[src/rtl/present_pkg.sv]
// Shared widths and FSM state type for the PRESENT-80 encryption sequencer.
package present_pkg;

    localparam int unsigned KEY_W      = 80;
    localparam int unsigned BLK_W      = 64;
    localparam int unsigned NUM_ROUNDS = 31;
    localparam int unsigned RND_W      = 5;

    typedef enum logic [2:0] {
        StIdle,
        StLoadKey,
        StLoadData,
        StRun,
        StFinal,
        StDone
    } ctrl_state_e;

endpackage

[src/rtl/present_enc_ctrl.sv]
// Sequencer for the PRESENT-80 core: reloads key and block every time, counts the rounds,
// then captures and holds the ciphertext until the consumer accepts it.
module present_enc_ctrl
    import present_pkg::*;
(
    input  logic               clk_i,
    input  logic               rst_ni,
    input  logic [KEY_W-1:0]   key_i,
    input  logic               key_valid_i,
    output logic               key_ready_o,
    input  logic [BLK_W-1:0]   pt_i,
    input  logic               pt_valid_i,
    output logic               pt_ready_o,
    output logic [BLK_W-1:0]   ct_o,
    output logic               ct_valid_o,
    input  logic               ct_ready_i,
    output logic               busy_o,
    output logic [KEY_W-1:0]   core_data_o,
    output logic               core_key_load_o,
    output logic               core_data_load_o,
    input  logic [BLK_W-1:0]   core_data_i
);

    ctrl_state_e      state_q, state_d;
    logic [KEY_W-1:0] key_q, key_d;
    logic [BLK_W-1:0] pt_q, pt_d;
    logic [BLK_W-1:0] ct_q, ct_d;
    logic             key_loaded_q, key_loaded_d;
    logic [RND_W-1:0] rnd_cnt_q, rnd_cnt_d;

    logic             key_ready_q, key_ready_d;
    logic             pt_ready_q, pt_ready_d;
    logic             ct_valid_q, ct_valid_d;
    logic             busy_q, busy_d;
    logic             key_load_q, key_load_d;
    logic             data_load_q, data_load_d;
    logic [KEY_W-1:0] core_data_q, core_data_d;

    logic key_hs, pt_hs;

    // Ready flags are registered, so they are only ever high while state_q is StIdle.
    assign key_hs = key_valid_i & key_ready_q;
    assign pt_hs  = pt_valid_i & pt_ready_q;

    always_comb begin
        state_d      = state_q;
        key_d        = key_q;
        pt_d         = pt_q;
        ct_d         = ct_q;
        key_loaded_d = key_loaded_q;
        rnd_cnt_d    = rnd_cnt_q;

        unique case (state_q)
            StIdle: begin
                if (key_hs) begin
                    key_d        = key_i;
                    key_loaded_d = 1'b1;
                end
                if (pt_hs) begin
                    pt_d    = pt_i;
                    state_d = StLoadKey;
                end
            end
            StLoadKey:  state_d = StLoadData;
            StLoadData: begin
                rnd_cnt_d = RND_W'(1);
                state_d   = StRun;
            end
            StRun: begin
                if (rnd_cnt_q == RND_W'(NUM_ROUNDS)) begin
                    state_d = StFinal;
                end else begin
                    rnd_cnt_d = rnd_cnt_q + RND_W'(1);
                end
            end
            StFinal: begin
                ct_d    = core_data_i;
                state_d = StDone;
            end
            StDone: begin
                if (ct_ready_i) begin
                    state_d = StIdle;
                end
            end
            default: state_d = StIdle;
        endcase

        // Outputs are decoded from the next state so they register in step with state_q.
        key_ready_d = (state_d == StIdle);
        pt_ready_d  = (state_d == StIdle) && key_loaded_d;
        ct_valid_d  = (state_d == StDone);
        busy_d      = (state_d != StIdle);
        key_load_d  = (state_d == StLoadKey);
        data_load_d = (state_d == StLoadData);
        if (state_d == StLoadKey) begin
            core_data_d = key_d;
        end else if (state_d == StLoadData) begin
            core_data_d = {{(KEY_W - BLK_W){1'b0}}, pt_d};
        end else begin
            core_data_d = '0;
        end
    end

    always_ff @(posedge clk_i) begin
        if (!rst_ni) begin
            state_q      <= StIdle;
            key_q        <= '0;
            pt_q         <= '0;
            ct_q         <= '0;
            key_loaded_q <= 1'b0;
            rnd_cnt_q    <= '0;
            key_ready_q  <= 1'b0;
            pt_ready_q   <= 1'b0;
            ct_valid_q   <= 1'b0;
            busy_q       <= 1'b0;
            key_load_q   <= 1'b0;
            data_load_q  <= 1'b0;
            core_data_q  <= '0;
        end else begin
            state_q      <= state_d;
            key_q        <= key_d;
            pt_q         <= pt_d;
            ct_q         <= ct_d;
            key_loaded_q <= key_loaded_d;
            rnd_cnt_q    <= rnd_cnt_d;
            key_ready_q  <= key_ready_d;
            pt_ready_q   <= pt_ready_d;
            ct_valid_q   <= ct_valid_d;
            busy_q       <= busy_d;
            key_load_q   <= key_load_d;
            data_load_q  <= data_load_d;
            core_data_q  <= core_data_d;
        end
    end

    assign key_ready_o      = key_ready_q;
    assign pt_ready_o       = pt_ready_q;
    assign ct_o             = ct_q;
    assign ct_valid_o       = ct_valid_q;
    assign busy_o           = busy_q;
    assign core_data_o      = core_data_q;
    assign core_key_load_o  = key_load_q;
    assign core_data_load_o = data_load_q;

endmodule

[config.mk]
export PLATFORM = sky130hd
export DESIGN_NAME = present_enc_ctrl
export DESIGN_NICKNAME = d
export VERILOG_FILES = /design/src/rtl/present_pkg.sv /design/src/rtl/present_enc_ctrl.sv
export SDC_FILE = /design/constraint.sdc
export NUM_CORES = 1
export LEC_CHECK = 0
export BUFFER_PORTS_ARGS = -buffer_cell sky130_fd_sc_hd__clkbuf_2
export CORE_MARGIN = 2
export CORE_UTILIZATION = 50
export CTS_BUF_LIST = sky130_fd_sc_hd__clkbuf_8
export CTS_CLUSTER_DIAMETER = 30
export DETAILED_ROUTE_END_ITERATION = 8
export PLACE_DENSITY = 0.87
export SYNTH_ARGS = -nofsm -noshare
export SYNTH_HDL_FRONTEND = slang
export SYNTH_SLANG_ARGS = --single-unit
[constraint.sdc]
create_clock -name clk_i -period 4 [get_ports clk_i]
set_clock_uncertainty 0.2 [all_clocks]
set_input_delay 0.8 -clock clk_i [delete_from_list [all_inputs] [get_ports clk_i]]
set_output_delay 0.8 -clock clk_i [all_outputs]
set_load 0.02 [all_outputs]
Word level (Yosys, flattened, before mapping) --
Cells that the tools add are included.
Operators by class: bitwise operators 2, reduce and logical (&&, ||, !) cells 6, add/subtract/negate cells 1, multiplexer cells 14, equal/unequal tests 10
Operator list (number):
- two-way mux 80 bit | 3
- two-way mux 64 bit | 3
- one-hot mux 3 bit (6 select lines) | 1
- one-hot mux 5 bit (2 select lines) | 1
- equality test 3 x 2 -> 1 bit, second input constant | 3
- equality test 3 bit, second input constant | 3
- two-way mux 3 bit | 3
- equality test 3 x 1 -> 1 bit, second input constant | 2
- logical NOT 3 bit | 2
- adder 5 x 1 -> 5 bit, second input constant | 1
- equality test 5 bit, second input constant | 1
- two-way mux 5 bit | 1
- nonzero test 3 bit | 1
- bitwise AND 1 bit | 2
- two-way mux 1 bit | 2
- inequality test 2 bit, second input constant | 1
- AND reduction 2 bit | 1
- nonzero test 2 bit | 1
- logical AND 1 bit | 1
Word-level totals: output and inout bits 150, word-level logic and storage cells 46, bits of input ports 213, bits in registers 303

Depth between registers and ports, before layout --
Gate-level depths: netlist of run 1.
word-level depth 6, gate-level depth with buffers 7, mapped depth without buffers 6

Worst setup path before layout of run 1 --
OpenSTA, ideal clock, no wires.
path type input port to flip-flop, from in rst_ni, to reg core_data_q[10], in the netlist core_data_o[10], arrival time 2031 ps, stages on the path 6, slack 1701 ps, required time 3733 ps, cells stage by stage clkbuf_1 nor4bb_1 clkbuf_1 clkbuf_1 nand2_1 o21ai_2
RTL lines:
- from (decl) | RTL line present_enc_ctrl.sv:7 | input logic rst_ni,
- to (signal assigned) | RTL line present_enc_ctrl.sv:132 | core_data_q <= core_data_d;
- to (decl) | RTL line present_enc_ctrl.sv:37 | logic [KEY_W-1:0] core_data_q, core_data_d;

Worst setup path in the final report of run 1 --
from reg state_q[1], to reg pt_q[35]
Between the ends: longest elaborated chain between the ends 2
Ends and longest elaborated chain:
- from (decl) | RTL line present_enc_ctrl.sv:24 | ctrl_state_e state_q, state_d;
- from (signal assigned) | RTL line present_enc_ctrl.sv:106 | state_q <= StIdle;
- from (signal assigned) | RTL line present_enc_ctrl.sv:120 | state_q <= state_d;
- logical NOT 3 bit | RTL line present_enc_ctrl.sv:53 | unique case (state_q)
- two-way mux 64 bit | RTL line present_enc_ctrl.sv:53
- to (signal assigned) | RTL line present_enc_ctrl.sv:122 | pt_q <= pt_d;
- to (decl) | RTL line present_enc_ctrl.sv:26 | logic [BLK_W-1:0] pt_q, pt_d;
No other way between the ends. A chain may end at the register's enable or synchronous reset.

==> reports/qor.yml, run 1 <==
synthesis:
  synth_area_sq_um: 11600
  synth-simple-area-share_pct: 15.5
  synth_edf_count: 0
  yosys.area.top_type: "dfxtp_1"
  synth_flop_cell: "dfxtp_1"
  ys_ff_latch: 303
  yosysWarnings: 0
  ys_top_cells_by_count: "327 x nand2_1, 303 x dfxtp_1, 164 x a21oi_1"
  synth_xor_area_share_pct: 0
  async_flop_share_pct: 0
  synth_top_family_by_area: "compound AO/OA/AOI/OAI gates"
  synth_top_area_share_pct: 52.1
  synth_cells: 1300
  syn_avg_cell_area_sq_um: 8.95
  synth_most_common_cell: "nand2_1"
  synth_cell_type_count: 38
  synth_seq_area_share_pct: 52.1
  synthMuxAreaShare_pct: 11.0
  syn_nets: 1515
  synth_compound_area_share_pct: 15.9
  synth_adder_area_share_pct: 0.215
  synth_area_leaders: "dfxtp_1 52%, mux2i_1 11%, nand2_1 11%, a21oi_1 7.1%, o21ai_2 4.7%"
floorplanning:
  initial_core_util_pct: 51.2
  fp.dieW_um: 157
  core_area_sq_um: 22700
  die_y_um: 157
  pin_count: 363
  rows: 55
  dieArea_sq_um: 24500
power:
  clkPwrFrac_pct: 45.7
  swShare_pct: 25.8
  irDropWorstVdd_mv: 0.274
  comb_power_share_pct: 9.2
  p_seq_share_pct: 45.1
  power_per_cell_area_nw_per_um2: 477
  power.leakage_nw: 6.03
  p_sw_w: 0.00181
  p_int_w: 0.00520
grt:
  antenna_found_initial: 0
  use_met3_pct: 6.34
  grtUsageMet2_pct: 43.2
  grtUsageTotal_pct: 25.5
  grt_pass1_wl_um: 50600
  use_met1_pct: 29.4
  grt_pass1_vias: 10500
  gr-total-overflow: 0
  grt_max_degree: 83
  busiest_layer: "met2"
cts:
  cts_resized: 0
  post-cts-setup-buffers: 0
  clkSlewWorstSetupHoldPaths_ps: 60
  h-tree-depth: 2
  clockRootBuffer: "clkbuf_8"
  numClockSinks: 303
  cts_tree: "built"
  clock_path_buffers: 3
  clock_latency_ps: 570
  cts_made_buffers: 58
  hold_buffers: 0
sta:
  finalSetupViolCount: 0
  hold_viol: 0
  slew_headroom_pct: 42.9
  fin_setup_tns_ps: 0
  fmax_mhz: 361
  rsz0062_at_grt: "false"
  final_max_slew_viol_count: 0
  min_period_over_period_pct: 69.3
  holdWs_ps: 245
  worst_pin_slew_ps: 857
  fin_crit_ps: 2770
flow_run:
  drv_cap: 0
routing:
  drt_wl_total_um: 32600
  postRouteAntennaNets: 0
  vias_per_cell: 5.46
  drc_errors: 0
  drt_iter0_drc: 725
  num_vias: 10700
  routedWlPerCell_um: 16.6
  drtPass1Iterations: 7
placement:
  dp_hpwl_um: 21400
  io_buffer_count: 362
  place.gp.congestion: 0.845
critical_path:
  worstPathRequired_ps: 4280
  crit_path_end_kind: "register"
  max_stage_delay_ps: 730
  cpMaxStageDelayCell: "or3_4"
  cp-start-kind: "register"
  worstPathArrival_ps: 3050
  criticalPathCategory: "register to register"
  crit_family: "simple AND/OR/NAND/NOR gates"
  path_max_fanout: 82
  cp_cell_sequence: "or3_4 > nor2_4 > buf_4 > mux2i_1"
  worst-path-buf-inv: 1
layout:
  antenna_cells: 0
  drive_gt1_share_pct: 33.0
  fin_nets: 1846
  areaGrowthSynthToFinish_pct: 26.3
outcome:
  outcome: "finished clean"
worst_hold_path:
  holdCritPathClass: "primary input to register"
==> routing by layer <==
metal | part of all wire [%] | vias to the layer above
met5 | 0 | -
met3 | 7.5 | 132
met4 | 5.4 | 0
li1 | - | 5092
met1 | 38 | 4970
met2 | 49 | 509
==> final cells by class <==
cell class / instances / area (sq um)
clock inverters: 36 / 312
multi-input cells: 881 / 5000
inverters: 4 / 17.5
repair buffers: 383 / 2000
clock buffers: 69 / 950
flip-flops and latches: 303 / 6070
well taps: 285 / 357
fillers: 1786 / 8010
==> worst min-delay path, stage by stage <==
cell and delay, ps:
clkbuf_2 80, nand2_1 40, a21oi_1 50
==> kinds of logic after synthesis <==
group                      after synthesis
and+or+nand+nor                        433
adders and majority gates                2
AOI/OAI and AO/OA                      318
buffers and inverters                  116
DFF                                    303
muxes                                  128
==> stage by stage <==
stage / area (sq um) / total power, W / utilization (%) / cells / setup WS, ps
after floorplan: 11600 / 0.00363 / - / 1300 / 1700
after global placement: 13400 / 0.00384 / 59.2 / 1856 / 1300
after detailed placement: 13400 / 0.00386 / 59.2 / 1856 / 1230
after CTS: 14700 / 0.00706 / 64.7 / 1961 / 1190
after global routing: 14700 / 0.00727 / 64.7 / 1961 / 1090
final: 14700 / 0.00702 / 64.7 / 1961 / 1230
==> flip-flops by register name (all words and copies together), names as in the netlist <==
name / flops
key_ready_o: 1
pt_q: 64
core_data_load_o: 1
pt_ready_o: 1
busy_o: 1
ct_o: 64
state_q: 3
key_loaded_q: 1
rnd_cnt_q: 5
key_q: 80
core_data_o: 80
ct_valid_o: 1
core_key_load_o: 1
==> power groups by stage <==
stage | Combinational (W) | Clock, W | Sequential [W]
2_1_floorplan | 0.000407 | 0 | 0.00323
3_3_place_gp | 0.000615 | 0 | 0.00322
3_5_place_dp | 0.000634 | 0 | 0.00323
4_1_cts | 0.000640 | 0.00326 | 0.00316
5_1_grt | 0.000696 | 0.00340 | 0.00317
6_report | 0.000643 | 0.00321 | 0.00316
==> worst paths after layout <==
kind                         from              end  slack, ps  depth (start not counted)
setup / recovery       state_q[1]         pt_q[35]       1230                          4
hold / removal    core_data_i[30]         ct_o[30]        240                          3
setup reg to reg       state_q[1]         pt_q[35]       1230                          4
hold reg to reg          pt_q[21]  core_data_o[21]        240                          2
==> layout by cell type, fill, tap and decap left out, types with 2 or more instances in the layout <==
| master | synthesis | routed |
|---|---|---|
| ha_1 | 2 | 2 |
| clkbuf_2 | 0 | 361 |
| buf_12 | 7 | 2 |
| and2_1 | 4 | 3 |
| nand2b_1 | 2 | 2 |
| nor2_1 | 5 | 4 |
| clkinv_4 | 0 | 2 |
| a31oi_1 | 2 | 2 |
| clkbuf_8 | 0 | 69 |
| inv_1 | 3 | 11 |
| dfxtp_1 | 303 | 303 |
| or3_4 | 2 | 2 |
| clkinv_2 | 0 | 10 |
| a21oi_1 | 164 | 164 |
| clkinvlp_4 | 0 | 9 |
| nand3_1 | 82 | 82 |
| bufinv_16 | 0 | 4 |
| o21ai_0 | 83 | 83 |
| nand2_1 | 327 | 326 |
| o21ai_2 | 63 | 63 |
| inv_6 | 0 | 3 |
| mux2i_1 | 128 | 128 |
| buf_4 | 5 | 20 |
(Power assumes the default switching activity.)
==> run 2: changes to the inputs <==
Settings changed: CORE_UTILIZATION 50 to 48, PLACE_DENSITY 0.87 to 0.88.
Clock period 4 ns to 2.4 ns, I/O delays scaled along.
==> reports/qor.yml, run 2 (synthesis results as in run 1) <==
routing:
  vias_per_cell: 5.64  # was 5.46
  drt-met1-wl_um: 15200  # was 12,500 um
  drc_errors: 0  # unchanged
  wl_met2_um: 20700  # was 15,900 um
  drt_iter0_drc: 1155  # was 725
  drt_wl_total_um: 43100  # was 32,600 um
  dr_wl_met3_um: 3910  # was 2440 um
  drtPass1Iterations: 6  # was 7
  num_vias: 12400  # was 10,700
  top_layer_used: "met5"  # was met4
  routedWlPerCell_um: 19.6  # was 16.6 um
  postRouteAntennaNets: 0  # unchanged
layout:
  final_cell_mix: "361 x clkbuf_2, 326 x nand2_1, 303 x dfxtp_1, 203 x dlygate4sd3_1, 164 x a21oi_1"  # was 361 x clkbuf_2, 326 x nand2_1, 303 x dfxtp_1, 164 x a21oi_1, 128 x mux2i_1
  layout_commonest_cell: "clkbuf_2"  # unchanged
  areaGrowthSynthToFinish_pct: 45.7  # was 26.3%
  final-seq-area_sq_um: 6070  # unchanged
  multi_input_area_sq_um: 5000  # unchanged
  fillers: 1444  # was 1,786
  fin_nets: 2048  # was 1,846
  post-route-util_pct: 71.8  # was 64.7%
  drive_gt1_share_pct: 28.9  # was 33.0%
grt:
  grt_max_degree: 153  # was 83
  grtUsageTotal_pct: 32.6  # was 25.5%
  grt_pass1_vias: 12700  # was 10,500
  gr-total-overflow: 0  # unchanged
  antenna_found_initial: 7  # was 0
  grt_pass1_wl_um: 66900  # was 50,600 um
sta:
  hold_viol: 0  # unchanged
  fin_crit_ps: 2190  # was 2770 ps
  min_period_over_period_pct: 91.4  # was 69.3%
  fin_setup_tns_ps: 0  # unchanged
  slew_headroom_pct: 51.3  # was 42.9%
  worst_pin_slew_ps: 731  # was 857 ps
  finalSetupViolCount: 0  # unchanged
  fmax_mhz: 456  # was 361 MHz
  final_max_slew_viol_count: 0  # unchanged
  rsz0062_at_grt: "false"  # unchanged
cts:
  cts_made_buffers: 56  # was 58
  clock_path_buffers: 3  # unchanged
  clock_latency_ps: 570  # about the same
  clockRootBuffer: "clkbuf_8"  # unchanged
  clkSlewWorstSetupHoldPaths_ps: 60  # about the same
  h-tree-depth: 2  # unchanged
  cts_tree: "built"  # unchanged
  numClockSinks: 303  # unchanged
power:
  power_per_cell_area_nw_per_um2: 735  # was 477 nW/um^2
  p_seq_share_pct: 42.3  # was 45.1%
  p_int_w: 0.00933  # was 0.00520 W
  swShare_pct: 25.1  # was 25.8%
  power.leakage_nw: 6.98  # was 6.03 nW
  comb_power_share_pct: 11.7  # was 9.2%
  p_sw_w: 0.00313  # was 0.00181 W
  clkPwrFrac_pct: 45.9  # was 45.7%
  irDropWorstVdd_mv: 0.477  # was 0.274 mV
floorplanning:
  initial_core_util_pct: 49.3  # was 51.2%
  dieArea_sq_um: 25500  # was 24,500 sq um
  fp.dieW_um: 160  # was 157 um
  die_y_um: 160  # was 157 um
  pin_count: 363  # unchanged
  rows: 56  # was 55
  core_area_sq_um: 23600  # was 22,700 sq um
placement:
  dp_hpwl_um: 20800  # was 21,400 um
  io_buffer_count: 362  # unchanged
  place.gp.congestion: 0.840  # was 0.845
critical_path:
  path_max_fanout: 4  # was 82
  worstPathArrival_ps: 2440  # was 3050 ps
  cp-start-kind: "register"  # unchanged
  crit_path_end_kind: "register"  # unchanged
  worstPathRequired_ps: 2640  # was 4280 ps
  criticalPathCategory: "register to register"  # unchanged
worst_hold_path:
  holdCritPathClass: "primary input to register"  # unchanged
flow_run:
  drv_cap: 0  # unchanged
outcome:
  outcome: "finished clean"  # unchanged
-- run 2: changes by cell type in the layout (fill, tap and decap cells not counted), sizes merged, moves of 2 or more --
cell	delta
bufinv	+5
clkbuf	-2
clkinv	-4
clkinvlp	-8
diode	+7
dlygate4sd3	+203
inv	+3
-- run 2: routing by layer --
layer	GRT usage, %	vias up
met4	22.6	2
met1	35.8	5684
met3	8.62	268
met2	55.2	944
met5	0	-
li1	-	5503
-- run 2: worst paths after layout --
| check | startpoint | to | slack, ps | cells after the start |
|---|---|---|---|---|
| max | rnd_cnt_q[0] | rnd_cnt_q[0] | 210 | 6 |
| min | core_data_i[25] | ct_o[25] | 60 | 3 |
| max reg2reg | rnd_cnt_q[0] | rnd_cnt_q[0] | 210 | 6 |
| min reg2reg | pt_q[22] | core_data_o[22] | 260 | 2 |
-- run 2: power by group through the flow --
stage | Combinational [W] | Sequential, W | Clock, W
6_report | 0.00146 | 0.00528 | 0.00572
5_1_grt | 0.00155 | 0.00529 | 0.00602
4_1_cts | 0.00138 | 0.00526 | 0.00570
3_5_place_dp | 0.00110 | 0.00537 | 0
3_3_place_gp | 0.00107 | 0.00536 | 0
2_1_floorplan | 0.000678 | 0.00538 | 0
-- run 2: final cells by class --
cell class	count	share of cell area, %
multi-input combinational	881	29.5
antenna	7	0.103
timing repair buffer	587	24.5
inverter	4	0.103
tap	319	2.35
sequential	303	35.8
clock buffer	67	5.44
clock inverter	32	2.23
-- run 2: timing repair --
item / CTS / global route
setup endpoints to repair: 0 / 1
hold endpoints to repair: 238 / 0
gates resized for setup: 0 / 1
setup buffers: 0 / 0
hold buffers: 203 / 0
-- run 2: critical path, cell delays in order (launching register included) --
cell and delay, ps:
dfxtp_1 340, ha_1 240, and3_1 190, ha_1 210
nor4bb_1 620, nand2_1 120, o211a_1 150
-- run 2: per-stage QoR --
step,worst slack [ps],instance area (sq um),hold WS [ps],std cells,total power (W)
global placement,403,13600,235,1891,0.00643
CTS,279,16900,1.28,2193,0.0123
detailed placement,277,13600,242,1891,0.00647
floorplan,421,11600,224,1300,0.00605
global route,105,16900,9.09,2198,0.0129
finish,206,17000,56.5,2200,0.0125
